--- src/rtl/sram_ctrl_pkg.sv ---
// rtl/sram_ctrl_pkg.sv - shared op encoding, control states and FIFO sizing helper for sram_1rw_ctrl
package sram_ctrl_pkg;

    localparam logic OP_RD = 1'b0;
    localparam logic OP_WR = 1'b1;

    typedef enum logic [1:0] {
        IDLE = 2'd0,
        INIT = 2'd1,
        RUN  = 2'd2
    } ctrl_state_e;

    // Count must represent 0..depth inclusive, hence one bit above the pointer width.
    function automatic int fifo_cnt_w(input int depth);
        return $clog2(depth) + 1;
    endfunction

endpackage

--- src/rtl/sram_ctrl_rsp_fifo.sv ---
// rtl/sram_ctrl_rsp_fifo.sv - synchronous response FIFO with push/pop/count for sram_1rw_ctrl
module sram_ctrl_rsp_fifo
    import sram_ctrl_pkg::*;
#(
    parameter int DATA_WIDTH = 2,
    parameter int RSP_DEPTH  = 4,
    localparam int CW = fifo_cnt_w(RSP_DEPTH)
) (
    input  logic                  i_clk,
    input  logic                  i_rst,
    input  logic                  i_push,
    input  logic [DATA_WIDTH-1:0] i_push_data,
    input  logic                  i_pop,
    output logic [DATA_WIDTH-1:0] o_pop_data,
    output logic [CW-1:0]         o_count,
    output logic                  o_empty
);

    localparam int PW = $clog2(RSP_DEPTH);

    logic [DATA_WIDTH-1:0] r_mem [RSP_DEPTH];
    logic [PW-1:0]         r_wr_ptr;
    logic [PW-1:0]         r_rd_ptr;
    logic [CW-1:0]         r_count;
    logic                  w_pop;

    assign w_pop      = i_pop && (r_count != '0);
    assign o_empty    = (r_count == '0);
    assign o_count    = r_count;
    assign o_pop_data = o_empty ? '0 : r_mem[r_rd_ptr];

    always_ff @(posedge i_clk) begin
        if (i_rst) begin
            r_wr_ptr <= '0;
            r_rd_ptr <= '0;
            r_count  <= '0;
        end else begin
            if (i_push) r_wr_ptr <= r_wr_ptr + PW'(1);
            if (w_pop)  r_rd_ptr <= r_rd_ptr + PW'(1);
            case ({i_push, w_pop})
                2'b10:   r_count <= r_count + CW'(1);
                2'b01:   r_count <= r_count - CW'(1);
                default: r_count <= r_count;
            endcase
        end
    end

    always_ff @(posedge i_clk) begin
        if (i_push) r_mem[r_wr_ptr] <= i_push_data;
    end

    // The credit check upstream must make a push into a full FIFO impossible.
    always @(posedge i_clk) begin
        if (!i_rst && i_push && !w_pop) assert (r_count != CW'(RSP_DEPTH));
    end

endmodule

--- src/rtl/sram_1rw_ctrl.sv ---
// rtl/sram_1rw_ctrl.sv - request/response controller for a 1RW OpenRAM macro; SRAM_1RW_CTRL_INIT_EN adds zero-fill after reset
module sram_1rw_ctrl
    import sram_ctrl_pkg::*;
#(
    parameter int DATA_WIDTH = 2,
    parameter int ADDR_WIDTH = 4,
    parameter int RSP_DEPTH  = 4
) (
    input  logic                  clk0,
    input  logic                  rst0,
    input  logic                  req_valid,
    output logic                  req_ready,
    input  logic                  req_we,
    input  logic [ADDR_WIDTH-1:0] req_addr,
    input  logic [DATA_WIDTH-1:0] req_wdata,
    output logic                  rsp_valid,
    input  logic                  rsp_ready,
    output logic [DATA_WIDTH-1:0] rsp_rdata,
    output logic                  csb0,
    output logic                  web0,
    output logic [ADDR_WIDTH-1:0] addr0,
    output logic [DATA_WIDTH-1:0] din0,
    input  logic [DATA_WIDTH-1:0] dout0,
    output logic                  busy
);

    localparam int CW = fifo_cnt_w(RSP_DEPTH);
    localparam int UW = CW + 1;

    logic                  r_csb;
    logic                  r_web;
    logic [ADDR_WIDTH-1:0] r_addr;
    logic [DATA_WIDTH-1:0] r_din;
    logic                  r_rd_p1;
    logic                  r_rd_p2;
    logic [CW-1:0]         w_count;
    logic                  w_empty;
    logic [UW-1:0]         w_used;
    logic                  w_accept;
    logic                  w_run;
    logic                  w_init_issue;
    logic [ADDR_WIDTH-1:0] w_init_addr;

`ifdef SRAM_1RW_CTRL_INIT_EN
    ctrl_state_e           r_state;
    logic [ADDR_WIDTH-1:0] r_init_addr;

    always_ff @(posedge clk0) begin
        if (rst0) begin
            r_state     <= IDLE;
            r_init_addr <= '0;
        end else begin
            case (r_state)
                IDLE: r_state <= INIT;
                INIT: begin
                    r_init_addr <= r_init_addr + ADDR_WIDTH'(1);
                    if (r_init_addr == {ADDR_WIDTH{1'b1}}) r_state <= RUN;
                end
                default: r_state <= RUN;
            endcase
        end
    end

    assign w_init_issue = (r_state == INIT);
    assign w_init_addr  = r_init_addr;
    assign w_run        = (r_state == RUN);
    assign busy         = w_init_issue;
`else
    assign w_init_issue = 1'b0;
    assign w_init_addr  = '0;
    assign w_run        = 1'b1;
    assign busy         = 1'b0;
`endif

    // Reads in the macro pipeline already own a FIFO slot, so writes are throttled by the same credit.
    assign w_used    = UW'(r_rd_p1) + UW'(r_rd_p2) + UW'(w_count);
    assign req_ready = w_run && !busy && (w_used < UW'(RSP_DEPTH));
    assign w_accept  = req_valid && req_ready;
    assign rsp_valid = !w_empty;

    always_ff @(posedge clk0) begin
        if (rst0) begin
            r_csb   <= 1'b1;
            r_web   <= 1'b1;
            r_addr  <= '0;
            r_din   <= '0;
            r_rd_p1 <= 1'b0;
            r_rd_p2 <= 1'b0;
        end else begin
            r_rd_p2 <= r_rd_p1;
            r_rd_p1 <= w_accept && (req_we == OP_RD);
            if (w_init_issue) begin
                r_csb  <= 1'b0;
                r_web  <= 1'b0;
                r_addr <= w_init_addr;
                r_din  <= '0;
            end else if (w_accept) begin
                r_csb  <= 1'b0;
                r_web  <= (req_we != OP_WR);
                r_addr <= req_addr;
                r_din  <= req_wdata;
            end else begin
                r_csb <= 1'b1;
                r_web <= 1'b1;
            end
        end
    end

    assign csb0  = r_csb;
    assign web0  = r_web;
    assign addr0 = r_addr;
    assign din0  = r_din;

    // dout0 settles after the macro's negedge, so the rd_p2 edge is the first safe capture point.
    sram_ctrl_rsp_fifo #(
        .DATA_WIDTH (DATA_WIDTH),
        .RSP_DEPTH  (RSP_DEPTH)
    ) u_rsp_fifo (
        .i_clk       (clk0),
        .i_rst       (rst0),
        .i_push      (r_rd_p2),
        .i_push_data (dout0),
        .i_pop       (rsp_ready),
        .o_pop_data  (rsp_rdata),
        .o_count     (w_count),
        .o_empty     (w_empty)
    );

endmodule

--- config.mk ---
export PLATFORM = sky130hd
export DESIGN_NAME = sram_1rw_ctrl
export DESIGN_NICKNAME = d
export VERILOG_FILES = /design/src/rtl/sram_ctrl_pkg.sv /design/src/rtl/sram_ctrl_rsp_fifo.sv /design/src/rtl/sram_1rw_ctrl.sv
export SDC_FILE = /design/constraint.sdc
export NUM_CORES = 1
export LEC_CHECK = 0
export BUFFER_PORTS_ARGS = -buffer_cell sky130_fd_sc_hd__buf_2
export CAP_MARGIN = 15
export CORE_MARGIN = 4
export CORE_UTILIZATION = 47
export CTS_CLUSTER_DIAMETER = 50
export CTS_CLUSTER_SIZE = 8
export DETAILED_ROUTE_END_ITERATION = 10
export PLACE_DENSITY_LB_ADDON = 0.15
export SLEW_MARGIN = 10
export SYNTH_ARGS = -nofsm -noshare
export SYNTH_HDL_FRONTEND = slang
export SYNTH_SLANG_ARGS = --single-unit
--- constraint.sdc ---
create_clock -name clk0 -period 1.96 [get_ports clk0]
set_clock_uncertainty 0.2 [all_clocks]
set_input_delay 0.196 -clock clk0 [delete_from_list [all_inputs] [get_ports clk0]]
set_output_delay 0.196 -clock clk0 [all_outputs]
set_load 0.1 [all_outputs]
==> results.md, run 1 <==
- Post-detailed-routing wire length: roughly 2200 um
- Main combinational cell family by area after synthesis: simple AND/OR/NAND/NOR gates
- Largest stage delay on the critical path: around 0.36 ns
- # rows: 17
- Worst Hold Launch: rst0
- RSZ-0062 raised after global routing: true
- Unique cell type count in the Yosys netlist: 28
- Fmax: slightly above 0.5 GHz
- Flops & latches, synth: 27
- Number of cells traversed by the worst register-to-register path: 8
- Multiplexer share of the synthesized area: 9.65%
- Synthesized netlist cell count: 103
- Clock sink total: 27
- Clock slew seen by the registers of the worst setup and hold paths: roughly 0.15 ns
- GRT Overall Usage: 15.0%
- Antenna diode count: 0
- Cell taking the most area after synthesis: sky130_fd_sc_hd__dfxtp_1
- WHS Endpoint: u_rsp_fifo.r_wr_ptr[1]
- Critical-path maximum fanout: 4
- Sequence of cells on the critical path: buf_6 -> ha_4 -> a21o_1 -> a21oi_2 -> buf_12
- Type of element launching the critical path: flop
- Data arrival time of the critical path: 1.58 ns
- Worst hold-check path type: in -> reg
- Critical path required time: 1.56 ns
- Final hold violations: 0
- Cell area after synthesis: around 1200 um2
- Layout Area Growth over Synthesis: 36.5%
- Design Area, Final: 1630 um2
- Worst Slack Setup Final: -0.0201 ns
- Dominant synthesized flop cell: sky130_fd_sc_hd__dfxtp_1
- Reg-to-reg startpoint: u_rsp_fifo.o_count[1]
- Synth top area share: 31.9%
- Total count of max-transition violations in the final report: 0
- Antenna violations before repair: 0
- Die extent in x: a little under 60 um
- Post-synthesis compound-gate area fraction: 5.04%
- Average size of a mapped cell: approximately 12 um2
- Vertical die dimension: slightly below 60 um
- Net count after synthesis: 123
- R2r endpoint: u_rsp_fifo.o_count[2]
- Routed Antenna Nets: 0
- Slowest-stage cell, CP: sky130_fd_sc_hd__dfxtp_2
- Max Cap Viol: 0
- Number of warnings printed during yosys synthesis: 0
- Area after detailed placement: 1390 um2
- Via/cell ratio: 4.83
- Layout cells sized above 1: 37.9%
- Arithmetic-cell share of the synthesized area counting full adders, half adders and majority gates: 7.97%
- Net count of the finished layout: 166
- Drc violations: 0
- Violations in the final reports: negative setup slack
- Largest net degree at the start of global routing: 25
- Boundary Pins: 26
- Vias after detailed routing: between 800 and 900
- 1st-iter DRT viols: 8
- CTS root buf: sky130_fd_sc_hd__clkbuf_4
- Leakage Power: 0.690 nW
- Result of the run: finished with violations
- Largest cells by area after synthesis: sky130_fd_sc_hd__dfxtp_1, sky130_fd_sc_hd__edfxtp_1, sky130_fd_sc_hd__nand2b_1
- Number of cells traversed by the worst hold path: 2
- P per Cell Area: 867 nW/um2
- CP endpoint kind: primary output
- Setup violations, final: 1
- DPL Wire Length: about 1500 um
- Final period utilization: 101%
- Placer congestion estimate: 0.741
- Maximum clock insertion buffer count: 2
- Largest vdd supply drop: approximately 650 uV
- Kind of critical path: reg -> out
- Total power after layout: 1.41 mW
- Number of synthesized flops with an enable pin: 8
- Synthesized-area fraction occupied by xor and xnor cells: 3.67%
- Insertion delay to the later sink of the worst-skew pair: 0.32 ns
- Number of buffers added by the clock tree synthesis step: 3
- Number of input and output port buffers inserted: 24
- Via count of the first global-routing pass: 867
- Area of the core: approximately 2300 um2
- Die Outline Area: around 3400 um2
- Post-synthesis share of cell area spent on and, or, nand and nor gates: 16.2%
- Detailed-route wire length per cell: around 13 um
- Top cells by count, synth: sky130_fd_sc_hd__dfxtp_1, sky130_fd_sc_hd__nand2b_1, sky130_fd_sc_hd__edfxtp_1, sky130_fd_sc_hd__inv_1, sky130_fd_sc_hd__nor2_1
- FFs w/ async S/R, synth: 0%
- Grt ovf: 0
- Total Neg Setup Slack: -0.0201 ns
- H-tree depth: 1
- Global-route wire length before repair: between 3000 and 4000 um
- Number of optimization iterations in the first detailed-route pass: 4
- Clock tree from TritonCTS: yes
- Post-layout minimum cycle time: 1.98 ns
- Most frequently used cell type in the post-synthesis netlist: sky130_fd_sc_hd__dfxtp_1
- Initial standard-cell utilization of the core: 51.4%
- Sequential area share after synthesis: a little over half
- Worst reg2reg setup slack: approximately 0.040 ns
## area by class of cell
cell class,count,area (um2)
flip-flops and latches,27,626
clock buffers,3,22.5
repair buffers,43,340
multi-input cells,63,567
well taps,28,35.0
clock inverters,1,7.51
fillers,178,691
inverters,8,30.0
## state kept, by name (all words and copies together), names as in the netlist, 2 cells and up, named ones only
register / cells
u_rsp_fifo.r_rd_ptr: 2
u_rsp_fifo.r_mem: 8
u_rsp_fifo.o_count: 3
u_rsp_fifo.r_wr_ptr: 2
din0: 2
addr0: 4
## cell families (layout without fill, tap and decap cells)
kind of cell | after synthesis | after routing
AND/OR/NAND/NOR | 33 | 33
other | 1 | 1
multiplexers | 9 | 9
buffers and inverters | 13 | 55
flip-flops | 27 | 27
XOR/XNOR | 5 | 5
adder cells (fa/ha/maj) | 7 | 7
AO/OA/AOI/OAI | 8 | 8
## repair_timing
action,4_1_cts,5_1_grt
hold buffers,9,0
setup endpoints to repair,5,6
gates cloned,0,0
setup buffers,2,2
endpoints found under the hold margin,16,0
resized for setup,13,12
pin swaps,4,1
## power breakdown
group	leakage [nW]	total (mW)	internal [mW]	switching [mW]
registers	0.229	0.631	0.609	0.0218
logic	0.447	0.540	0.194	0.345
clock network	0.0139	0.242	0.0779	0.164
total	0.690	1.41	0.882	0.530
## layer usage
metal | wire length [um] | global-route usage (%)
met2 | 1080 | 24.2
met3 | 117 | 3.29
met1 | 990 | 18.8
met4 | 41 | 7.62
met5 | 0 | 0
## metrics by stage
stage	setup slack, ns	hold WS, ns	instances	utilization (%)
floorplan	-0.166	0.0667	103	-
global placement	0.0771	0.188	156	59.7
detailed placement	-0.0284	0.186	156	59.7
CTS	-0.0229	0.0406	171	67.5
global route	-0.105	0.0548	173	70.2
finish	-0.0201	0.0574	173	70.2
## cell usage in the layout, fill, tap and decap left out, drive strengths merged, types with 2 or more instances in the layout
master and n:
buf 34, dfxtp 19, nand2b 14, dlygate4sd3 9
inv 8, nor2 8, edfxtp 8, mux2i 7
ha 6, and2 4, xor2 4, a21oi 4
clkbuf 3, nor2b 3, mux4 2
## how the worst max path moves through the flow
stage                                      from               endpoint  slack, ns
after floorplan           u_rsp_fifo.o_count[0]              req_ready      -0.17
after global placement    u_rsp_fifo.o_count[2]  u_rsp_fifo.o_count[2]       0.08
after detailed placement  u_rsp_fifo.o_count[2]  u_rsp_fifo.o_count[2]      -0.03
after CTS                 u_rsp_fifo.o_count[0]              req_ready      -0.02
after global routing      u_rsp_fifo.o_count[0]              req_ready      -0.10
final                     u_rsp_fifo.o_count[0]              req_ready      -0.02
## worst max-delay path: cells and delay by family, from the launching register on
kind | cells | cell delay [ns]
compound gates | 2 | 0.38
buf+inv | 2 | 0.33
fa+ha+maj | 1 | 0.20
flops | 1 | 0.36
(Power assumes the default switching activity.)
==> inputs of run 2 (changes only) <==
--- a/config.mk
+++ b/config.mk
@@ -12,7 +12,9 @@
 export CTS_CLUSTER_DIAMETER = 50
 export CTS_CLUSTER_SIZE = 8
 export DETAILED_ROUTE_END_ITERATION = 10
+export HOLD_SLACK_MARGIN = 0.12
 export PLACE_DENSITY_LB_ADDON = 0.15
+export SETUP_SLACK_MARGIN = 0.2
 export SLEW_MARGIN = 10
 export SYNTH_ARGS = -nofsm -noshare
 export SYNTH_HDL_FRONTEND = slang
==> results.md, run 2 (synthesis results as in run 1) <==
- Max Cap Viol: 0
- Antenna violations before repair: 0
- Critical path required time: 1.56 ns
- Insertion delay to the later sink of the worst-skew pair: 0.32 ns
- RSZ-0062 raised after global routing: true
- Violations in the final reports: negative setup slack
- Number of input and output port buffers inserted: 24
- Worst Slack Setup Final: -0.106 ns
- Most flops, register: u_rsp_fifo.r_mem
- Layout cells sized above 1: 41.3%
- Data arrival time of the critical path: 1.67 ns
- Area after detailed placement: 1410 um2
- Drc violations: 0
- Result of the run: finished with violations
- Global-route wire length before repair: approximately 4100 um
- Layout fillers: 165
- Clock sink total: 27
- Largest stage delay on the critical path: 0.35 ns
- CTS root buf: sky130_fd_sc_hd__clkbuf_4
- DPL Wire Length: 1540 um
- Kind of critical path: reg -> out
- Die Outline Area: 3410 um2
- Boundary Pins: 26
- Via count of the first global-routing pass: 919
- Leakage Power: slightly above 0.7 nW
- Detailed-route wire length per cell: 13.2 um
- Vias after detailed routing: 859
- Vertical die dimension: 58.4 um
- Via/cell ratio: 4.83
- Clock slew seen by the registers of the worst setup and hold paths: 0.14 ns
- GRT Overall Usage: 16.2%
- FF/Latch Area: 626 um2
- Worst hold-check path type: in -> reg
- Fmax: 0.484 GHz
- Area of the core: between 2000 and 2500 um2
- Flip-flop count of the largest register, all copies and words added: 8
- H-tree depth: 1
- # rows: 17
- Total count of max-transition violations in the final report: 0
- Leading cell type in the layout, fill and taps excluded: sky130_fd_sc_hd__buf_2
- Placer congestion estimate: 0.658
- Design Area, Final: around 1700 um2
- Maximum clock insertion buffer count: 2
- Slowest-stage cell, CP: sky130_fd_sc_hd__dfxtp_2
- Largest vdd supply drop: 641 uV
- Antenna diode count: 0
- Grt ovf: 0
- Worst hold margin: 0.119 ns
- Final period utilization: 105%
- Sequence of cells on the critical path: buf_4 -> buf_6 -> ha_4 -> a21o_1 -> a21oi_4 -> buf_12
- Type of element launching the critical path: flop
- Post-layout minimum cycle time: 2.07 ns
- Critical-path maximum fanout: 3
- Die extent in x: 58.4 um
- 1st-iter DRT viols: 12
- Largest net degree at the start of global routing: 25
- P per Cell Area: ~860 nW/um2
- Post-detailed-routing wire length: 2350 um
- Clock tree from TritonCTS: yes
- Routed Antenna Nets: 0
- Number of optimization iterations in the first detailed-route pass: 4
- Hold_buf cts: 11
- Setup violations, final: 2
- Initial standard-cell utilization of the core: 51.4%
- Worst-case setup slack after placement: -0.0384 ns
- Commonest cells after routing, fill and taps aside: sky130_fd_sc_hd__buf_2, sky130_fd_sc_hd__dfxtp_1, sky130_fd_sc_hd__nand2b_1
- CP endpoint kind: primary output
- Net count of the finished layout: ~170
- Number of buffers added by the clock tree synthesis step: 3
- Layout Area Growth over Synthesis: 44.5%
- Area of the multi-input gates: 594 um2
- Final hold violations: 0
## run 2: power breakdown
| group | total [mW] | switching (mW) | internal, mW |
|---|---|---|---|
| logic | 0.609 | 0.365 | 0.244 |
| clock network | 0.239 | 0.159 | 0.0797 |
| registers | 0.631 | 0.0217 | 0.609 |
## run 2: stage by stage
stage / util, % / power [mW] / std cells / setup TNS, ns
floorplan: - / 1.00 / 103 / 0
global placement: 60.7 / 1.07 / 154 / 0
detailed placement: 60.7 / 1.08 / 154 / -0.0384
CTS: 73.0 / 1.47 / 176 / -0.0554
global route: 74.3 / 1.56 / 178 / -0.599
finish: 74.3 / 1.48 / 178 / -0.178
## run 2: layout make-up
cell class,count,area share (%)
multi-input cells,63,34.5
clock buffers,4,1.53
inverters,8,1.74
flip-flops and latches,27,36.3
well taps,28,2.03
repair buffers,48,23.9
## run 2: critical path: cells and delay by family (launching register included)
| family | cells | cell delay [ns] |
|---|---|---|
| adder cells (fa/ha/maj) | 1 | 0.20 |
| AO/OA/AOI/OAI | 2 | 0.35 |
| flip-flops | 1 | 0.35 |
| buffers and inverters | 3 | 0.44 |
## run 2: layer usage
metal	vias to the layer above	routed length [um]	part of all wire, %	GRT usage, %
met5	-	0	0	0
met3	10	119	5.1	3.73
met2	31	1220	52	27.4
met4	0	67	2.9	8.61
met1	388	945	40	19.0
li1	430	-	-	-
## run 2: worst paths after layout
kind | start | endpoint | slack [ns] | cells after the start
worst max-delay path | u_rsp_fifo.o_count[0] | req_ready | -0.11 | 6
worst min register to register | addr0[1] | addr0[1] | 0.28 | 2
worst max register to register | u_rsp_fifo.o_count[0] | u_rsp_fifo.o_count[2] | -0.07 | 9
worst min-delay path | rsp_ready | flop | 0.12 | 5
## run 2: repair_timing
action                                 4_1_cts  5_1_grt
gates resized for setup                     21        5
endpoints found under the hold margin       27        1
setup endpoints to repair                   15       13
setup buffers                                7        2
pin swaps                                    4        3
==> inputs of run 3 (changes only) <==
--- a/config.mk
+++ b/config.mk
@@ -8,11 +8,12 @@
 export BUFFER_PORTS_ARGS = -buffer_cell sky130_fd_sc_hd__buf_2
 export CAP_MARGIN = 15
 export CORE_MARGIN = 4
-export CORE_UTILIZATION = 47
+export CORE_UTILIZATION = 35
 export CTS_CLUSTER_DIAMETER = 50
 export CTS_CLUSTER_SIZE = 8
 export DETAILED_ROUTE_END_ITERATION = 10
 export HOLD_SLACK_MARGIN = 0.12
+export MAX_ROUTING_LAYER = met4
 export PLACE_DENSITY_LB_ADDON = 0.15
 export SETUP_SLACK_MARGIN = 0.2
 export SLEW_MARGIN = 10
==> constraint.sdc (replaced) <==
create_clock -name clk0 -period 2.3 [get_ports clk0]
set_clock_uncertainty 0.2 [all_clocks]
set_input_delay 0.23 -clock clk0 [delete_from_list [all_inputs] [get_ports clk0]]
set_output_delay 0.23 -clock clk0 [all_outputs]
set_load 0.1 [all_outputs]
==> results.md, run 3 (synthesis results as in run 1) <==
- RSZ-0062 raised after global routing: false
- Net count of the finished layout: 163
- Flip-flop count of the largest register, all copies and words added: 8
- Largest vdd supply drop: 266 uV
- P per Cell Area: slightly above 700 nW/um2
- Endpoint of the worst setup timing path: u_rsp_fifo.o_count[2]
- Post-layout utilization of the core: 49.7%
- Final hold violations: 0
- Critical path required time: 2.35 ns
- Clock sink total: 27
- 1st-iter DRT viols: 42
- Via count of the first global-routing pass: ~800
- Data arrival time of the critical path: ~2.1 ns
- Area of the core: 3150 um2
- Number of input and output port buffers inserted: 24
- Clock tree from TritonCTS: yes
- Number of buffers added by the clock tree synthesis step: 3
- Number of cells traversed by the worst register-to-register path: 8
- Worst hold-check path type: reg -> reg
- Via/cell ratio: 4.40
- Clock slew seen by the registers of the worst setup and hold paths: 0.14 ns
- Total count of max-transition violations in the final report: 0
- GRT Overall Usage: between 10% and 20%
- Largest net degree at the start of global routing: 25
- CP endpoint kind: flop
- Total Neg Setup Slack: 0 ns
- Placed Cells incl. Taps: approximately 170
- Reg-to-reg startpoint: u_rsp_fifo.o_count[0]
- Final period utilization: 88.2%
- Worst reg2reg setup slack: 0.27 ns
- Initial standard-cell utilization of the core: 37.8%
- Global-route wire length before repair: 3640 um
- Routed Antenna Nets: 0
- Max Cap Viol: 0
- Result of the run: finished clean
- Worst Slack Setup Final: 0.271 ns
- Worst hold margin: 0.280 ns
- # rows: 20
- Insertion delay to the later sink of the worst-skew pair: 0.32 ns
- Layout Area Growth over Synthesis: 31.4%
- Setup violations, final: 0
- Leading cell type in the layout, fill and taps excluded: sky130_fd_sc_hd__buf_2
- Critical-path maximum fanout: 6
- Layout cells sized above 1: a little under a third
- Vertical die dimension: 66.4 um
- Most flops, register: u_rsp_fifo.r_mem
- H-tree depth: 1
- Met2 layer usage reported by global route: 18.0%
- Drc violations: 0
- Antenna diode count: 0
- Worst-case setup slack after placement: 0.190 ns
- DPL Wire Length: 1420 um
- Leakage Power: 0.654 nW
- Post-layout minimum cycle time: 2.03 ns
- Die extent in x: around 66 um
- Non-filler instance count after layout: between 150 and 200
- R2r endpoint: u_rsp_fifo.o_count[2]
- Commonest cells after routing, fill and taps aside: sky130_fd_sc_hd__buf_2, sky130_fd_sc_hd__dfxtp_1, sky130_fd_sc_hd__nand2b_1
- Antenna violations before repair: 0
- Vias after detailed routing: 819
- Maximum clock insertion buffer count: 2
- Met1 usage in global routing: 13.7%
- Placer congestion estimate: 0.774
- Grt ovf: 0
- Kind of critical path: reg -> reg
- Post-detailed-routing wire length: 2160 um
- Most utilized layer in the global route result: met2
- Die Outline Area: 4400 um2
- Global Route met3 Usage: 2.04%
- CTS root buf: sky130_fd_sc_hd__clkbuf_4
- Type of element launching the critical path: flop
- Start point of the critical path: u_rsp_fifo.o_count[0]
- Boundary Pins: 26
- Fmax: 0.493 GHz
- Number of optimization iterations in the first detailed-route pass: 3
- Layout fillers: 315
- Detailed-route wire length per cell: 11.6 um
[run 3: worst min-delay path by stage]
stage / start / to / depth (start not counted)
after CTS: r_rd_p1 / r_rd_p2 / 1
after detailed placement: req_we / r_rd_p1 / 2
after global placement: req_we / r_rd_p1 / 2
after global routing: r_rd_p1 / r_rd_p2 / 1
after floorplan: req_we / r_rd_p1 / 1
final: din0[0] / din0[0] / 2
[run 3: cell type report]
class | instances | area, um2 | share of cell area [%]
well taps | 44 | 55.1 | 3.51
repair buffers | 40 | 292 | 18.6
flip-flops and latches | 27 | 631 | 40.3
inverters | 8 | 30.0 | 1.92
multi-input cells | 63 | 532 | 33.9
clock inverters | 1 | 5.00 | 0.319
clock buffers | 3 | 22.5 | 1.44
[run 3: layer usage]
layer	vias to the layer above	routed length, um
li1	412	-
met1	388	951
met2	15	1110
met3	4	70
met4	0	33
met5	-	0
[run 3: through the flow]
stage | instance area [um2] | power (mW)
5_1_grt | 1570 | 1.18
6_report | 1570 | 1.12
3_5_place_dp | 1350 | 0.887
4_1_cts | 1520 | 1.12
2_1_floorplan | 1200 | 0.833
3_3_place_gp | 1350 | 0.886
[run 3: repair_timing]
item,4_1_cts,5_1_grt
pin swaps,0,1
setup buffers,0,2
endpoints found under the hold margin,26,0
gates resized for setup,6,9
endpoints found under the setup margin,4,6
cloned,0,0
hold buffers,13,0
[run 3: critical path, stage by stage, from the launching register on]
cell and delay (ns):
sky130_fd_sc_hd__dfxtp_4 0.42, sky130_fd_sc_hd__o31ai_2 0.08, sky130_fd_sc_hd__inv_1 0.06, sky130_fd_sc_hd__ha_2 0.18, sky130_fd_sc_hd__inv_1 0.05, sky130_fd_sc_hd__fa_1 0.37, sky130_fd_sc_hd__xor2_1 0.16, sky130_fd_sc_hd__or3_1 0.30
sky130_fd_sc_hd__a21oi_1 0.15
[run 3: report_power, final]
group	total (mW)	switching, mW	internal [mW]	leakage (nW)
registers	0.546	0.0263	0.520	0.230
clock network	0.202	0.137	0.0651	0.0177
logic	0.374	0.263	0.111	0.407
total	1.12	0.427	0.696	0.654
